## src/rtl/clk_div_prog.sv

```systemverilog
// Programmable integer clock divider with odd-ratio duty skew, rise tick and boundary-only ratio/enable updates.
// Latency: ratio/enable take effect at the next period boundary (or next edge from bypass); no backpressure.
module clk_div_prog #(
  parameter int RATIO_WD = 8
) (
  input  logic                i_ref_clk,
  input  logic                i_rst_n,
  input  logic                i_clk_en,
  input  logic [RATIO_WD-1:0] i_div_ratio,
  input  logic                i_odd_hi_long,
  output logic                o_div_clk,
  output logic                o_div_tick,
  output logic [RATIO_WD-1:0] o_ratio_act
);

  typedef enum logic [1:0] {
    ST_BYPASS,
    ST_HIGH,
    ST_LOW
  } state_t;

  state_t              state_q;
  logic                div_q;
  logic                en_act;
  logic                tick_q;
  logic                odd_hi_q;
  logic [RATIO_WD-1:0] cnt;
  logic [RATIO_WD-1:0] r_act;

  logic [RATIO_WD-1:0] ph_short;
  logic [RATIO_WD-1:0] ph_long;
  logic [RATIO_WD-1:0] ph_hi;
  logic [RATIO_WD-1:0] ph_lo;
  logic                start_ok;

  // Phase lengths come only from the shadowed ratio/skew, so live input changes cannot disturb a period.
  assign ph_short = r_act >> 1;
  assign ph_long  = ph_short + {{(RATIO_WD-1){1'b0}}, r_act[0]};
  assign ph_hi    = odd_hi_q ? ph_long  : ph_short;
  assign ph_lo    = odd_hi_q ? ph_short : ph_long;
  assign start_ok = i_clk_en && (i_div_ratio >= RATIO_WD'(2));

  always_ff @(posedge i_ref_clk or negedge i_rst_n) begin
    if (!i_rst_n) begin
      state_q  <= ST_BYPASS;
      div_q    <= 1'b0;
      en_act   <= 1'b0;
      tick_q   <= 1'b0;
      odd_hi_q <= 1'b0;
      cnt      <= '0;
      r_act    <= '0;
    end else begin
      tick_q <= 1'b0;
      case (state_q)
        ST_BYPASS: begin
          // Ref clock is high right after this edge, so div_q taking over high leaves no runt.
          if (start_ok) begin
            state_q  <= ST_HIGH;
            r_act    <= i_div_ratio;
            odd_hi_q <= i_odd_hi_long;
            div_q    <= 1'b1;
            cnt      <= RATIO_WD'(1);
            en_act   <= 1'b1;
            tick_q   <= 1'b1;
          end
        end
        ST_HIGH: begin
          if (cnt == ph_hi) begin
            state_q <= ST_LOW;
            div_q   <= 1'b0;
            cnt     <= RATIO_WD'(1);
          end else begin
            cnt <= cnt + RATIO_WD'(1);
          end
        end
        ST_LOW: begin
          if (cnt == ph_lo) begin
            if (start_ok) begin
              state_q  <= ST_HIGH;
              r_act    <= i_div_ratio;
              odd_hi_q <= i_odd_hi_long;
              div_q    <= 1'b1;
              cnt      <= RATIO_WD'(1);
              tick_q   <= 1'b1;
            end else begin
              state_q  <= ST_BYPASS;
              en_act   <= 1'b0;
              r_act    <= '0;
              odd_hi_q <= 1'b0;
              div_q    <= 1'b0;
              cnt      <= '0;
            end
          end else begin
            cnt <= cnt + RATIO_WD'(1);
          end
        end
        default: begin
          state_q <= ST_BYPASS;
          en_act  <= 1'b0;
          div_q   <= 1'b0;
          r_act   <= '0;
          cnt     <= '0;
        end
      endcase
    end
  end

  assign o_div_clk   = en_act ? div_q : i_ref_clk;
  assign o_div_tick  = tick_q;
  assign o_ratio_act = r_act;

endmodule

```

## config.mk

```make
export PLATFORM = sky130hd
export DESIGN_NAME = clk_div_prog
export DESIGN_NICKNAME = d
export VERILOG_FILES = /design/src/rtl/clk_div_prog.sv
export SDC_FILE = /design/constraint.sdc
export NUM_CORES = 1
export LEC_CHECK = 0
export ABC_AREA = 1
export BUFFER_PORTS_ARGS = -buffer_cell sky130_fd_sc_hd__buf_4
export CORE_MARGIN = 4
export CORE_UTILIZATION = 63
export DETAILED_ROUTE_END_ITERATION = 7
export PLACE_DENSITY = 0.88
export RECOVER_POWER = 100
export SLEW_MARGIN = 30
export SYNTH_ARGS = -nofsm -noshare
export SYNTH_HDL_FRONTEND = slang
export SYNTH_SLANG_ARGS = --single-unit
```

## constraint.sdc

```tcl
create_clock -name i_ref_clk -period 6.2 [get_ports i_ref_clk]
set_clock_uncertainty 0.05 [all_clocks]
set_input_delay 1.24 -clock i_ref_clk [delete_from_list [all_inputs] [get_ports i_ref_clk]]
set_output_delay 1.24 -clock i_ref_clk [all_outputs]
set_load 0.03 [all_outputs]
```

==> run metrics <==
Hold/Removal Path Class reg2reg; clk_lat worst skew just over 0.4 ns; CP endpoint kind output pin; Syn Area/Cell slightly below 7 um2; warning count from the yosys run 0; CP Launch Type clock port; Max VDD drop between 300 and 400 uV; CP max FO 2; clock-pin slew on the worst setup and hold paths 0.11 ns; Setup CP Type clk2out; 1st-iter DRT viols between 90 and 100; status completed; total grt overflow 0; most frequent cell after synthesis nand2_1; Worst Setup Slack, final 1.13 ns; diode count 0; GPL Wtd Cong about 0.88; Yosys top cell by area dfrtp_1; final setup vio count 0; switching share of total power between 50% and 60%; DRT Pass-1 Iters 5; Leak between 0.0009 and 0.001 uW; Least-Margin Pin Slew approximately 1.2 ns; cell internal pwr between 400 and 500 uW; CP endpoint o_div_clk; Yosys top cell area share ~29%; syn nets 289; max cap viols 0; final-report max-slew violation count 0; Net Sw Power 592 uW; Total Wirelength ~4100 um; Hold Path Depth 2; nets@finish between 300 and 400; Cells after Synth approximately 270; Netlist Area Pre-Place approximately 1900 um2; crit path from i_ref_clk; reg2reg path depth 15; DR vias between 1,500 and 2,000; Max stage delay on crit path between 0.2 and 0.3 ns; post-CTS setup buffers 0; Setup TNS Final 0 ns; post-CTS sizing 0; combinational power share 59.4%; full die area roughly 3900 um2; Antenna Nets Post-Route 0; Bufs and invs on worst path 3; largest net degree at the start of global routing 23; delay-heaviest family, CP buffers and inverters; Cell Rows 19; I/O pin cnt 22; headroom to the max-slew limit approximately 18%; synth top area cells dfrtp_1 29%, nand2_1 18%, nand3_1 10%; CP max stage cell mux2_2; P&R area growth vs syn 3.04%; Yosys reg bits 22; drt wl/cell approximately 13 um; share of cells above drive strength 1 between 10% and 20%; Distinct cells, synth 31; dpl hpwl between 3000 and 4000 um; Fin. Hold Viols 0; pwr dens between 500 and 600 nW/um2; die width between 60 and 70 um; RSZ-0062 raised after global routing false; Place WS between 1 and 1.5 ns; Reg2Reg Capture Point en_act; Remaining DRCs 0; Most used DFF post-synth dfrtp_1; initial core utilization slightly below 70%; commonest cells in the netlist 92 x nand2_1, 38 x nand3_1, 25 x inv_1; core area 2810 um2; vias in the first global route about 1,700; Clk pwr share between 10% and 20%; crit path DAT ~3.8 ns; initial antenna violation count 0; CTS tree done; part of the Yosys area used for sequential elements 29.1%; DR vias/cell roughly 5.5; Die H ~63 um; Critical Path RT a little under 5 ns; Port Buf Inserts 21; Async SR Flop Fraction 100%; total track usage between 20% and 30%; R2R Path Start o_ratio_act[1]; Worst path depth 4; wire length of the first global-routing pass around 7400 um; Reg2Reg Setup Slack between 3 and 4 ns; crit path cell chain clkbuf_4 > clkbuf_4 > mux2_2 > clkbuf_1; number of synthesized flops with an enable pin 0; Filler cells ~270; cts hold-fix bufs 0; Crit path top cell by count clkbuf_4; Sequential Power Share 29.6%
[layout by cell type (no fill, tap or decap), drive strengths merged]
cell / netlist / routed
clkbuf: 0 / 17
o22ai: 5 / 5
nor2: 19 / 19
a21oi: 4 / 4
nand2: 104 / 104
nor4: 1 / 1
o31ai: 1 / 1
nand3: 45 / 45
nor3: 4 / 4
xor2: 5 / 5
clkinv: 0 / 1
nand4: 3 / 3
mux2: 1 / 1
o21ai: 15 / 15
a31oi: 1 / 1
dfrtp: 22 / 22
ha: 3 / 3
inv: 33 / 32
a21boi: 1 / 1
buf: 7 / 10
[flip-flops by register name, indices dropped and copies added (netlist names)]
signal	cells
cnt	8
o_ratio_act	8
state_q	2
div_q	1
en_act	1
o_div_tick	1
odd_hi_q	1
[worst min-delay path, stage by stage (launching register included)]
cell,delay (ns)
dfrtp_1,0.36
o21ai_1,0.06
nand2_1,0.05
[worst min-delay path by stage]
stage,start,endpoint
2_1_floorplan,div_q,div_q
3_3_place_gp,div_q,div_q
3_5_place_dp,div_q,div_q
4_1_cts,div_q,div_q
5_1_grt,div_q,div_q
6_report,div_q,div_q
[metrics by stage]
step	total power, uW	utilization, %	hold WS (ns)	std cells	area, um2
floorplan	907	-	0.391	274	1890
global placement	1020	72.0	0.423	319	2020
detailed placement	1040	72.0	0.416	319	2020
CTS	1130	73.6	0.443	325	2060
global route	1160	69.6	0.509	325	1950
finish	1040	69.6	0.445	325	1950
[cell families (layout without fill, tap and decap cells)]
family,after synthesis,after routing,share of synthesized area [%]
mux,1,1,0.594
flops,22,22,29.1
simple gates,176,176,45.6
compound gates,27,27,9.97
fa+ha+maj,3,3,1.98
buf+inv,40,60,10.4
xor+xnor,5,5,2.31
[power groups by stage]
stage	registers [uW]	logic [uW]	clock network (uW)
2_1_floorplan	310	576	20.9
3_3_place_gp	311	680	29.5
3_5_place_dp	312	696	29.5
4_1_cts	309	700	124
5_1_grt	323	713	128
6_report	309	620	114
[cell type report]
| cell class | instances | area [um2] | area share (%) |
|---|---|---|---|
| Timing Repair Buffer | 20 | 113 | 5.77 |
| Inverter | 33 | 126 | 6.47 |
| Multi-Input combinational cell | 212 | 1070 | 55.1 |
| Clock buffer | 7 | 48.8 | 2.50 |
| Sequential cell | 22 | 551 | 28.2 |
| Tap cell | 31 | 38.8 | 1.99 |
[layer usage]
metal / global-route usage, % / part of all wire (%) / vias up
met5: 0 / 0 / -
met4: 8.54 / 1.6 / 0
met3: 3.24 / 4.4 / 8
met2: 37.9 / 49 / 41
met1: 29.6 / 45 / 822
li1: - / - / 926
No activity file was read; power rests on OpenSTA's default activity.
